--- src/rtl/ssm_master_arb_pkg.sv ---
// Shared types and limits for the SSM master-interface arbiter.
package ssm_master_arb_pkg;

  typedef enum logic [1:0] {
    IDLE = 2'd0,
    BUS  = 2'd1,
    DONE = 2'd2
  } state_t;

  typedef enum logic [1:0] {
    RD      = 2'd0,
    WR      = 2'd1,
    ILLEGAL = 2'd2
  } op_t;

  localparam int NUM_REQ_MIN = 2;
  localparam int NUM_REQ_MAX = 8;

endpackage

--- src/rtl/ssm_rr_arbiter.sv ---
// Combinational round-robin pick: first pending requester at or after ptr, wrapping.
module ssm_rr_arbiter #(
  parameter int NUM_REQ = 4,
  parameter int IDX_W   = $clog2(NUM_REQ)
) (
  input  logic [NUM_REQ-1:0] pending,
  input  logic [IDX_W-1:0]   ptr,
  output logic [NUM_REQ-1:0] gnt_oh,
  output logic [IDX_W-1:0]   gnt_idx,
  output logic               gnt_vld
);

  logic [IDX_W:0]   sum;
  logic [IDX_W-1:0] k;

  always_comb begin
    gnt_oh  = '0;
    gnt_idx = '0;
    gnt_vld = 1'b0;
    sum     = '0;
    k       = '0;
    for (int i = 0; i < NUM_REQ; i++) begin
      sum = {1'b0, ptr} + (IDX_W+1)'(i);
      if (sum >= (IDX_W+1)'(NUM_REQ)) sum = sum - (IDX_W+1)'(NUM_REQ);
      k = sum[IDX_W-1:0];
      if (!gnt_vld && pending[k]) begin
        gnt_vld    = 1'b1;
        gnt_idx    = k;
        gnt_oh[k]  = 1'b1;
      end
    end
  end

endmodule

--- src/rtl/ssm_master_arbiter.sv ---
// Round-robin sharing of the a2rtap master interface between NUM_REQ requesters.
// Optional watchdog on unanswered transactions: define SSM_MASTER_ARB_TIMEOUT_EN.
module ssm_master_arbiter
  import ssm_master_arb_pkg::*;
#(
  parameter int NUM_REQ     = 4,
  parameter int ADDR_W      = 8,
  parameter int DATA_W      = 32,
  parameter int TIMEOUT_CYC = 256
) (
  input  logic                      clk,
  input  logic                      reset_,
  input  logic [NUM_REQ*ADDR_W-1:0] req_address,
  input  logic [NUM_REQ*DATA_W-1:0] req_write_data,
  input  logic [NUM_REQ-1:0]        req_read,
  input  logic [NUM_REQ-1:0]        req_write,
  output logic [NUM_REQ-1:0]        req_done,
  output logic [DATA_W-1:0]         req_read_data,
  output logic                      req_error,
  output logic [ADDR_W-1:0]         a2rtap_master_ifc_address,
  output logic [DATA_W-1:0]         a2rtap_master_ifc_write_data,
  output logic                      a2rtap_master_ifc_read,
  output logic                      a2rtap_master_ifc_write,
  input  logic [DATA_W-1:0]         a2rtap_master_ifc_read_data,
  input  logic                      a2rtap_master_ifc_ready,
  input  logic                      a2rtap_master_ifc_error
);

  localparam int IDX_W = $clog2(NUM_REQ);

  if (NUM_REQ < NUM_REQ_MIN || NUM_REQ > NUM_REQ_MAX || TIMEOUT_CYC < 2) begin : g_bad_param
    $error("ssm_master_arbiter: NUM_REQ must be 2..8 and TIMEOUT_CYC >= 2");
  end

  state_t               state, next_state;
  op_t                  op, gnt_op;
  logic [NUM_REQ-1:0]   pending, gnt_oh, gnt_oh_r;
  logic [IDX_W-1:0]     gnt_idx, grant, ptr;
  logic                 gnt_vld, bus_timeout;

  assign pending = req_read | req_write;

  ssm_rr_arbiter #(.NUM_REQ(NUM_REQ), .IDX_W(IDX_W)) u_rr (
    .pending (pending),
    .ptr     (ptr),
    .gnt_oh  (gnt_oh),
    .gnt_idx (gnt_idx),
    .gnt_vld (gnt_vld)
  );

  always_comb begin
    if (req_read[gnt_idx] && req_write[gnt_idx]) gnt_op = ILLEGAL;
    else if (req_read[gnt_idx])                  gnt_op = RD;
    else                                         gnt_op = WR;
  end

`ifdef SSM_MASTER_ARB_TIMEOUT_EN
  localparam int CNT_W = $clog2(TIMEOUT_CYC) + 1;
  logic [CNT_W-1:0] cnt;

  // Counter is held at zero outside BUS, so it starts fresh on every entry.
  always_ff @(posedge clk or negedge reset_) begin
    if (!reset_)                       cnt <= '0;
    else if (state != BUS)             cnt <= '0;
    else if (!a2rtap_master_ifc_ready) cnt <= cnt + 1'b1;
  end

  assign bus_timeout = (state == BUS) && !a2rtap_master_ifc_ready &&
                       (cnt == CNT_W'(TIMEOUT_CYC - 1));
`else
  assign bus_timeout = 1'b0;
`endif

  always_ff @(posedge clk or negedge reset_) begin
    if (!reset_) state <= IDLE;
    else         state <= next_state;
  end

  always_comb begin
    next_state = state;
    case (state)
      IDLE:    if (gnt_vld) next_state = (gnt_op == ILLEGAL) ? DONE : BUS;
      BUS:     if (a2rtap_master_ifc_ready || bus_timeout) next_state = DONE;
      DONE:    next_state = IDLE;
      default: next_state = IDLE;
    endcase
  end

  // req_done is loaded on the transition into DONE, so it is high exactly for the DONE cycle.
  always_ff @(posedge clk or negedge reset_) begin
    if (!reset_) begin
      req_done                     <= '0;
      req_read_data                <= '0;
      req_error                    <= 1'b0;
      a2rtap_master_ifc_address    <= '0;
      a2rtap_master_ifc_write_data <= '0;
      a2rtap_master_ifc_read       <= 1'b0;
      a2rtap_master_ifc_write      <= 1'b0;
      grant                        <= '0;
      gnt_oh_r                     <= '0;
      ptr                          <= '0;
      op                           <= RD;
    end else begin
      req_done <= '0;
      case (state)
        IDLE: if (gnt_vld) begin
          grant                        <= gnt_idx;
          gnt_oh_r                     <= gnt_oh;
          op                           <= gnt_op;
          a2rtap_master_ifc_address    <= req_address[int'(gnt_idx)*ADDR_W +: ADDR_W];
          a2rtap_master_ifc_write_data <= req_write_data[int'(gnt_idx)*DATA_W +: DATA_W];
          a2rtap_master_ifc_read       <= (gnt_op == RD);
          a2rtap_master_ifc_write      <= (gnt_op == WR);
          if (gnt_op == ILLEGAL) begin
            req_read_data <= '0;
            req_error     <= 1'b1;
            req_done      <= gnt_oh;
          end
        end
        BUS: if (a2rtap_master_ifc_ready) begin
          a2rtap_master_ifc_read  <= 1'b0;
          a2rtap_master_ifc_write <= 1'b0;
          req_read_data           <= (op == RD) ? a2rtap_master_ifc_read_data : '0;
          req_error               <= a2rtap_master_ifc_error;
          req_done                <= gnt_oh_r;
        end else if (bus_timeout) begin
          a2rtap_master_ifc_read  <= 1'b0;
          a2rtap_master_ifc_write <= 1'b0;
          req_read_data           <= '0;
          req_error               <= 1'b1;
          req_done                <= gnt_oh_r;
        end
        DONE: ptr <= (grant == IDX_W'(NUM_REQ - 1)) ? '0 : grant + 1'b1;
        default: ;
      endcase
    end
  end

endmodule

--- config.mk ---
export PLATFORM = sky130hd
export DESIGN_NAME = ssm_master_arbiter
export DESIGN_NICKNAME = d
export VERILOG_FILES = /design/src/rtl/ssm_master_arb_pkg.sv /design/src/rtl/ssm_rr_arbiter.sv /design/src/rtl/ssm_master_arbiter.sv
export SDC_FILE = /design/constraint.sdc
export NUM_CORES = 1
export LEC_CHECK = 0
export ABC_AREA = 1
export CAP_MARGIN = 20
export CORE_MARGIN = 8
export CORE_UTILIZATION = 40
export DETAILED_ROUTE_END_ITERATION = 8
export PLACE_DENSITY = 0.81
export SLEW_MARGIN = 40
export SYNTH_ARGS = -nofsm -noshare
export SYNTH_HDL_FRONTEND = slang
export SYNTH_SLANG_ARGS = --single-unit
export TNS_END_PERCENT = 50
--- constraint.sdc ---
create_clock -name clk -period 3.05 [get_ports clk]
set_clock_uncertainty 0.2 [all_clocks]
set_input_delay 0.915 -clock clk [delete_from_list [all_inputs] [get_ports clk]]
set_output_delay 0.915 -clock clk [all_outputs]
set_load 0.02 [all_outputs]
Word-level counts from Yosys, hierarchy flattened
Cells that the tools add are included.

storage, ports and cells
  bits in registers = 91
  input bits = 204

cells by class
  $add $sub $neg = 8
  magnitude comparators = 13
  equality and inequality tests = 8
  shift operators = 2
  muxes and demuxes = 61
  bitwise operators = 4
  reductions and logical operators = 19

operator list
  kind                                                         count
  2-to-1 mux 32 bit                                            4
  variable part select 128 x 8 -> 32 bit                       1
  case mux 32 bit (2 select lines)                             1
  variable part select 32 x 6 -> 8 bit                         1
  2-to-1 mux 4 bit                                             7
  2-to-1 mux 2 bit                                             13
  2-to-1 mux 1 bit                                             21
  OR 4 bit                                                     4
  less-than comparator 2 x 3 -> 1 bit (second input constant)  5
  binary-select mux 1 bit (select 2 bit)                       6
  >= comparator 3 bit (second input constant)                  3
  demux 1 bit (select 2 bit)                                   4
  >= comparator 2 x 1 -> 1 bit (second input constant)         4
  logical AND 1 bit                                            8
  case mux 4 bit (2 select lines)                              1
  subtractor 2 x 1 -> 2 bit (second input constant)            4
  adder 2 x 2 -> 3 bit (second input constant)                 2
  equality test 2 bit (second input constant)                  3
  logical NOT 2 bit                                            3
  inequality test 2 bit (second input constant)                3
  case mux 1 bit (2 select lines)                              3
  equality test 2 x 1 -> 1 bit (second input constant)         2
  case mux 2 bit (2 select lines)                              1
  AND reduction 2 bit                                          2
  7 further kinds                                              9

Depth between registers and ports, before layout
Gate-level depths: netlist of run 1.

  depth after elaboration = 22
  mapped depth = 20

By module
A second synthesis of run 1 with hierarchy kept.

unflattened totals
  cells, all modules = 776
  area total of the unflattened synthesis = 5,405.2 um2

modules (own cells, without submodules)
  module              instances  cells each  area each (um2)  sequential area each (um2)
  ssm_master_arbiter  1          702         4,964.8          2,277.2
  ssm_rr_arbiter      1          74          440.4            0.0

Worst setup path after synthesis of run 1
No wires, ideal clock.

  path type = input to register
  start = input port req_write[2]
  end = register req_read_data[10]
  library setup time = 117 ps
  arrival = 2,538 ps
  data required time = 2,733 ps
  path slack = 195 ps
  cell stages on the path = 18
  buffers on the path = 2
  cells stage by stage = nor2_1 > nand2_1 > nand3_2 > nand2_4 > nor2_4 > nand2_1 > nor2_4 > nor2_2 > nor2_4 > buf_6 > nand3_2 > nand2_2 > nand2_4 > nand2_4 > nand2_4 > buf_6 > nand2_1 > nand2_1

on the way
  word-level cells in the longest chain between the ends = 20
  elaborated cells between the ends (all ways) = 34
  those cells by class = 3 x eq/ne; 22 x mux; 1 x bitwise; 8 x reduce/logical

ends and longest elaborated chain
  element                                                    line                                                source
  start: declaration                                         ssm_master_arbiter.sv:16                            input logic [NUM_REQ-1:0] req_write,
  OR 4 bit                                                   ssm_master_arbiter.sv:41                            assign pending = req_read | req_write;
  binary-select mux 1 bit (select 2 bit)                     ssm_rr_arbiter.sv:26                                if (!gnt_vld && pending[k]) begin
  2-to-1 mux 1 bit (implied by the code)                     ssm_rr_arbiter.sv:26
  2-to-1 mux 1 bit                                           ssm_rr_arbiter.sv:26
  logical NOT 1 bit                                          ssm_rr_arbiter.sv:26
  logical AND 1 bit                                          ssm_rr_arbiter.sv:26
  2-to-1 mux 1 bit                                           ssm_rr_arbiter.sv:26
  logical NOT 1 bit                                          ssm_rr_arbiter.sv:26
  (+4 left out)                                              -
  2-to-1 mux 2 bit                                           ssm_rr_arbiter.sv:26
  binary-select mux 1 bit (select 2 bit) (on tied branches)  ssm_master_arbiter.sv:52, ssm_master_arbiter.sv:53
  2-to-1 mux 1 bit (on tied branches)                        ssm_master_arbiter.sv:52, ssm_master_arbiter.sv:53
  2-to-1 mux 1 bit or logical AND 1 bit (tied branches)      ssm_master_arbiter.sv:53, ssm_master_arbiter.sv:52
  2-to-1 mux 2 bit                                           ssm_master_arbiter.sv:52                            if (req_read[gnt_idx] && req_write[gnt_idx]) gnt_op = ILLEGAL;
  equality test 2 bit                                        ssm_master_arbiter.sv:114                           if (gnt_op == ILLEGAL) begin
  inequality test 2 bit (no line)                            -
  AND reduction 4 bit (no line) *                            -
  end signal: assignment                                     ssm_master_arbiter.sv:123                           req_read_data <= (op == RD) ? a2rtap_master_ifc_read_data : '0;
  end: declaration                                           ssm_master_arbiter.sv:18                            output logic [DATA_W-1:0] req_read_data,

Mark *: on every way between the ends. The rest lies on a longest branch, timed or not. The select of a mux whose other input is x is not followed.
A chain may end at the register's enable or synchronous reset.

Worst setup path after layout of run 1
  start = register ptr[0]
  end = register a2rtap_master_ifc_write_data[27]

on the way
  word-level cells in the longest chain between the ends = 15
  elaborated cells between the ends (all ways) = 39
  those cells by class = 7 x add/sub; 4 x order compare; 1 x shift; 20 x mux; 7 x reduce/logical

ends and longest elaborated chain
  element                                                                        line                       source
  start: declaration                                                             ssm_master_arbiter.sv:38   logic [IDX_W-1:0] gnt_idx, grant, ptr;
  start signal: assignment                                                       ssm_master_arbiter.sv:133  DONE: ptr <= (grant == IDX_W'(NUM_REQ - 1)) ? '0 : grant + 1'b1;
  parallel branches: the longest is 15 deep, another holds adder 2 x 1 -> 3 bit  -
  end signal: assignment                                                         ssm_master_arbiter.sv:111  a2rtap_master_ifc_write_data <= req_write_data[int'(gnt_idx)*DATA_W +: DATA_W];
  end: declaration                                                               ssm_master_arbiter.sv:21   output logic [DATA_W-1:0] a2rtap_master_ifc_write_data,

Parallel ways; which one is timed is not known. The select of a mux whose other input is x is not followed.

==> results of run 1 <==
==> where the power goes <==
group          switching [mW]  internal, mW
Clock                   0.474         0.654
Combinational            4.42          3.26
Sequential              0.311          1.80
==> placed cells by master (no fill, tap or decap), types with 16 or more instances in the layout <==
master / netlist / layout
clkdlybuf4s50_1: 0 / 273
inv_1: 55 / 55
dfrtp_1: 91 / 91
buf_4: 4 / 45
a31oi_1: 18 / 18
nand2_2: 2 / 16
nand3_1: 47 / 39
o21ai_0: 71 / 70
nor2_1: 185 / 181
nand2_1: 162 / 147
==> through the flow <==
stage | std cells | worst slack [ps] | area, um^2 | util, %
global route | 1243 | -35.2 | 9230 | 69.7
detailed placement | 1215 | -418 | 8650 | 65.3
CTS | 1235 | -5.11 | 9020 | 68.1
floorplan | 758 | 195 | 5420 | -
finish | 1243 | 126 | 9230 | 69.7
global placement | 1215 | -345 | 8650 | 65.3
==> per-layer routing <==
metal / up-vias / share of wire (%) / routed length [um] / track usage [%]
li1: 3052 / - / - / -
met1: 2907 / 38 / 8120 / 25.8
met2: 236 / 51 / 10900 / 41.1
met3: 43 / 7.3 / 1560 / 7.62
met4: 0 / 3.3 / 697 / 8.96
met5: - / 0 / 0 / 0
==> final timing paths <==
check | startpoint | to | slack [ps] | cells after the start
hold / removal | req_read_data[28] | req_read_data[28] | 270 | 2
setup / recovery | ptr[0] | a2rtap_master_ifc_write_data[27] | 130 | 15
setup reg to reg | ptr[0] | a2rtap_master_ifc_write_data[27] | 130 | 15
hold reg to reg | req_read_data[28] | req_read_data[28] | 270 | 2
max in group asynchronous | reset_ | a2rtap_master_ifc_write_data[21] | 1680 | 2
min in group asynchronous | reset_ | req_read_data[14] | 360 | 1
==> timing repair <==
| action | CTS | global route |
|---|---|---|
| gates cloned | 0 | 3 |
| pin swaps | 4 | 14 |
| buffers inserted | 4 | 5 |
| gates resized for setup | 10 | 37 |
| setup endpoints to repair | 36 | 84 |
==> sequential cells by signal (all words and copies together), names as in the netlist <==
signal                        cells
a2rtap_master_ifc_write_data     32
req_read_data                    32
a2rtap_master_ifc_read            1
grant                             2
req_done                          4
state                             2
a2rtap_master_ifc_write           1
req_error                         1
ptr                               2
gnt_oh_r                          4
op                                2
a2rtap_master_ifc_address         8
==> final cells by class <==
cell class | count | share of cell area, %
Multi-Input combinational cell | 564 | 30.7
Antenna cell | 1 | 0.0271
Clock buffer | 11 | 2.63
Inverter | 58 | 2.47
Clock inverter | 5 | 0.570
Timing Repair Buffer | 337 | 36.6
Sequential cell | 91 | 24.7
Tap cell | 176 | 2.39
==> cell families (layout without fill, tap and decap cells) <==
logic type / Yosys count / in the layout / synth area share, %
simple gates: 428 / 428 / 33.3
compound gates: 127 / 127 / 14.2
buf+inv: 103 / 411 / 8.39
flops: 91 / 91 / 42.0
fa+ha+maj: 9 / 9 / 2.08
other cells: 0 / 1 / 0
==> worst register-to-register path, stage by stage (launching register included) <==
cell       delay (ps)
dfrtp_1           410
inv_6              80
ha_1              400
inv_1             130
nand3_2           110
nand2_2            90
nor2_4            140
nand2_2            80
nor2_4            130
buf_6             130
o21ai_4            70
buf_4             150
nor2_4            240
clkbuf_16         200
o21ai_0            80
o211ai_1          190
==> impl_results.md, run 1 <==
- Worst rel slew slack: 61.6%
- DRC viols: 0
- Port bufs: 282
- DR vias: 6238
- Synth Register Bits: 91
- Worst hold margin: 269 ps
- Drt first pass iters: 5
- First-pass GRT wire length: 33.1 mm
- CP dominant cell by count: nor2_4
- Leading register cell type out of synthesis: dfrtp_1
- Mapped Cells: 758
- Distinct cells, synth: 34
- Max Cap Viol: 0
- IO Pins: 283
- Leading area contributor after synthesis: dfrtp_1
- Largest cells by area after synthesis: dfrtp_1 42%, nor2_1 13%, nand2_1 11%
- # fillers: 1093
- Warnings from Yosys: 0
- Die area: 17500 um^2
- Antenna viol nets, final: 0
- Post-Syn Nets: 971
- Initial DRC count: 457
- Area of the multi-input gates: 2830 um^2
- Synthesized area: 5420 um^2
- Worst Hold Class: register to register
- Worst path cell trace: inv_6 -> ha_1 -> inv_1 -> nand3_2 -> nand2_2 -> nor2_4 -> nand2_2 -> nor2_4 -> buf_6 -> o21ai_4 -> buf_4 -> nor2_4 -> clkbuf_16 -> o21ai_0 -> o211ai_1
- Via/cell ratio: 5.02
- CTS tree: built
- Post-layout minimum cycle time: 2920 ps
- Number of synthesized flops with an enable pin: 0
- Fin. max-slew vios: 0
- Routability Congestion: 0.925
- Largest stage delay, worst path: 410 ps
- FMAX: 342 MHz
- # clock sinks: 91
- Commonest cells post-synth: 185 x nor2_1, 162 x nand2_1, 91 x dfrtp_1
- Setup crit end kind: register
- Critical Path Source Type: register
- Core Rows: 42
- Routed WL: 21.3 mm
- Clock latency on the worst-skew pair: 350 ps
- Die X: 132 um
- Worst Max-Slew Pin Slew: 576 ps
- Status: finished, final reports clean
- Final net count: 1274
- Reg clk slew, reported paths: 70 ps
- Starting Density: 40.9%
- PD cells: 1180 nW/um^2
- Antenna violations before repair: 1
- FFs w/ async S/R, synth: 100%
- FF/Latch Area: 2280 um^2
- Critical Path Slowest Stage Cell: dfrtp_1
- H-tree depth: 3
- Crit path DAT: 2990 ps
- Hold-fix buffers, CTS: 0
- Vias in the first global route: 6329
- Register area share after synthesis: 42.0%
- Routed WL per cell: 17.1 um
- Top cell type's share of synthesized area: 42.0%
- CTS Buf Count: 9
- Fin Setup TNS: 0 ps
- Fin. Hold Viols: 0
- Total core area: 13200 um^2
- CP delay by family, top: simple AND/OR/NAND/NOR gates
- Root Driver: clkbuf_16
- Syn Area/Cell: 7.15 um^2
- P&R area growth vs syn: 70.3%
- DP Wirelength: 15.8 mm
- Count leader, synth: nor2_1
- Worst Path Buf+Inv: 5
- Req. time, crit path: 3110 ps
- Worst vdd ir: 0.000708 V
- GRT overflow: 0
- Setup violations, final: 0
- Maximum root-to-sink buffer count: 2
- Period Utilization, post-route: 95.9%
- Largest net degree at the start of global routing: 53
- Crit Path Class: register to register
- Layout cells sized above 1: 12.7%
- Tot GR Track Use: 23.5%
- Leak Pwr: 4.29 nW
- Crit-path max FO: 10
- Total power: 10.9 mW
- Die Span Y: 132 um
No activity file was read; power rests on OpenSTA's default activity.
==> run 2: changes to the inputs <==
--- a/config.mk
+++ b/config.mk
@@ -10,6 +10,7 @@
 export CORE_MARGIN = 8
 export CORE_UTILIZATION = 40
 export DETAILED_ROUTE_END_ITERATION = 8
+export GPL_TIMING_DRIVEN = 0
 export PLACE_DENSITY = 0.81
 export SLEW_MARGIN = 40
 export SYNTH_ARGS = -nofsm -noshare
==> run 2 against run 1 <==
  * Hold slack got worse by 38 ps
  * Sequential share of layout area decreased by 0.19 points
  * Worst setup slack worse by 110 ps
  * Clock power rose by 11%
  * Combinational power rose by 4.3%
  * Critical path depth up 4
  * Total power grew 4.2%
  * Non-clock buffer count up 21
  * Die area stayed put
  * Register-to-register slack worse by 90 ps
  * Wire length is 6.5% higher
  * Core utilization grew 0.62 points
  * Largest cell class unchanged
  * Highest routed layer unchanged
==> impl_results.md, run 2 (synthesis results as in run 1) <==
- Status: finished, final reports clean
- GRT overflow: 0 (unchanged)
- Fin. Hold Viols: 0 (unchanged)
- H-tree depth: 3 (unchanged)
- Reg clk slew, reported paths: 70 ps (about the same)
- Routed WL: 22.7 mm (+6.5%)
- Placed insts: 1217 (+0.16%)
- Crit path DAT: 3130 ps (+140 ps)
- Total core area: 13200 um^2 (unchanged)
- P&R area growth vs syn: 71.8%
- Int Power: 5.86 mW (+2.6%)
- Crit Path Class: input pin to register
- Logic pwr share: 70.4% (about the same)
- Setup crit end kind: register
- Total power: 11.4 mW (+4.2%)
- Starting Density: 40.9% (unchanged)
- Req. time, crit path: 3140 ps (+30 ps)
- Routed WL per cell: 17.9 um (+4.6%)
- Core Rows: 42 (unchanged)
- Crit. Startpoint: req_read[3]
- Critical Path Source Type: input pin
- Die area: 17500 um^2 (unchanged)
- Sequential share of power: 18.6% (-0.7 points)
- Clock latency on the worst-skew pair: 340 ps (about the same)
- Finished Cell Area: 9310 um^2 (+0.90%)
- PD cells: 1220 nW/um^2 (+3.2%)
- Die X: 132 um (unchanged)
- RR Startpoint: ptr[0]
- Antenna viol nets, final: 0 (unchanged)
- Largest registers: a2rtap_master_ifc_write_data x32, req_read_data x32, a2rtap_master_ifc_address x8
- DR vias: 6437 (+3.2%)
- DP Wirelength: 16.7 mm (+6.0%)
- RR Endpoint: req_read_data[21]
- Worst Max-Slew Pin Slew: 584 ps (+8.68 ps)
- Initial DRC count: 444 (-2.8%)
- Metal1 wirelength: 8.61 mm (+6.0%)
- Worst vdd ir: 0.000579 V (-18%)
- Maximum root-to-sink buffer count: 2 (unchanged)
- DR WL met2: 11.4 mm (+4.8%)
- CTS tree: built
- First-pass GRT wire length: 34.3 mm (+3.6%)
- Period Utilization, post-route: 99.6% (+3.7 points)
- CTS Buf Count: 9 (unchanged)
- Final net count: 1296 (+1.7%)
- Drt first pass iters: 5 (unchanged)
- Port bufs: 282 (unchanged)
- Switching portion of total power: 48.5% (+0.78 points)
- Area post-placement: 8490 um^2 (-1.8%)
- Finished Layout Cells: 1265 (+1.8%)
- Worst Hold Class: input pin to asynchronous set/reset pin
- Vias in the first global route: 6286 (-0.68%)
- Top layer used by detailed routing: met4
- R2R Setup Slk: 40 ps (-90 ps)
- Routability Congestion: 0.926 (about the same)
- Worst rel slew slack: 61.0% (-0.58 points)
- # clock sinks: 91 (unchanged)
- Layout cells sized above 1: 14.0% (+1.3 points)
- Most common cell after layout, fill and taps aside: clkdlybuf4s50_1
- FMAX: 329 MHz (-3.8%)
- Routed wl met3: 1.71 mm (+9.6%)
- Fin. max-slew vios: 0 (unchanged)
- Commonest non-fill, non-tap cells in the layout: 273 x clkdlybuf4s50_1, 180 x nor2_1, 143 x nand2_1
- Root Driver: clkbuf_16
- Tot GR Track Use: 24.6% (+1.1 points)
- Post-layout minimum cycle time: 3040 ps (+114 ps)
- Largest net degree at the start of global routing: 58 (+9.4%)
- Via/cell ratio: 5.09 (+1.4%)
- Leak Pwr: 4.25 nW (-0.93%)
- Clock power frac: 11.0% (+0.7 points)
- Antenna violations before repair: 1 (unchanged)
- IO Pins: 283 (unchanged)
- Crit-path max FO: 9 (-1)
- Die Span Y: 132 um (unchanged)
- Switching power: 5.51 mW (+5.9%)
- Final core occ: 70.3% (+0.62 points)
- Reg2reg path depth: 19 (+4)
- Setup violations, final: 0 (unchanged)
- Max Cap Viol: 0 (unchanged)
- DRC viols: 0 (unchanged)
[run 2: area by class of cell]
cell class                      instances  area, um^2
Antenna cell                            1        2.50
Clock inverter                          4        72.6
Multi-Input combinational cell        565        2890
Tap cell                              176         220
Fill cell                            1094        3940
Timing Repair Buffer                  313        3080
Sequential cell                        91        2280
Clock buffer                           12         256
Inverter                               58         231
Buffer                                 45         282
[run 2: how the worst max path moves through the flow]
stage,endpoint,slack (ps),depth (start not counted)
after floorplan,req_read_data[10],200,18
final,req_read_data[21],10,19
after global routing,req_error,-100,16
after global placement,a2rtap_master_ifc_address[3],-2690,1
after CTS,req_read_data[23],80,19
after detailed placement,req_read_data[23],-690,17
[run 2: worst max-delay path, stage by stage]
cell	delay, ps
clkdlybuf4s15_1	230
nor2_4	60
nand2_2	70
nand3_2	90
nand2_2	120
inv_4	60
o21bai_1	260
nand2_1	190
nand2_2	120
buf_6	140
nand2_1	120
nand3_4	90
nand2_4	60
nand2_4	100
nand2_8	90
nand2_8	140
buf_6	140
nand2_1	60
nand2_1	60
[run 2: timing repair]
item / in CTS / in global routing
gates resized for setup: 49 / 53
cloned: 3 / 1
hold buffers: 0 / 0
setup endpoints to repair: 83 / 85
buffers inserted: 13 / 14
pin swaps: 19 / 21
[run 2: per-layer routing]
metal	up-vias	global-route usage [%]
met4	0	10.2
met1	3013	28.0
met3	53	6.44
met2	274	42.7
met5	-	0
li1	3097	-
[run 2: metrics by stage]
stage | setup TNS [ps] | worst slack (ps) | hold slack (ps)
global route | -3380 | -97.7 | 245
global placement | -296310 | -2690 | 253
CTS | 0 | 79.3 | 237
finish | 0 | 12.4 | 232
floorplan | 0 | 195 | 251
detailed placement | -52740 | -689 | 258
[run 2: power by group through the flow]
stage | sequential, mW | clock (mW) | combinational, mW
global placement | 2.11 | 0 | 6.75
CTS | 2.12 | 1.26 | 7.44
floorplan | 2.68 | 0 | 3.73
global route | 2.18 | 1.32 | 8.74
finish | 2.11 | 1.25 | 8.00
detailed placement | 2.13 | 0 | 6.83
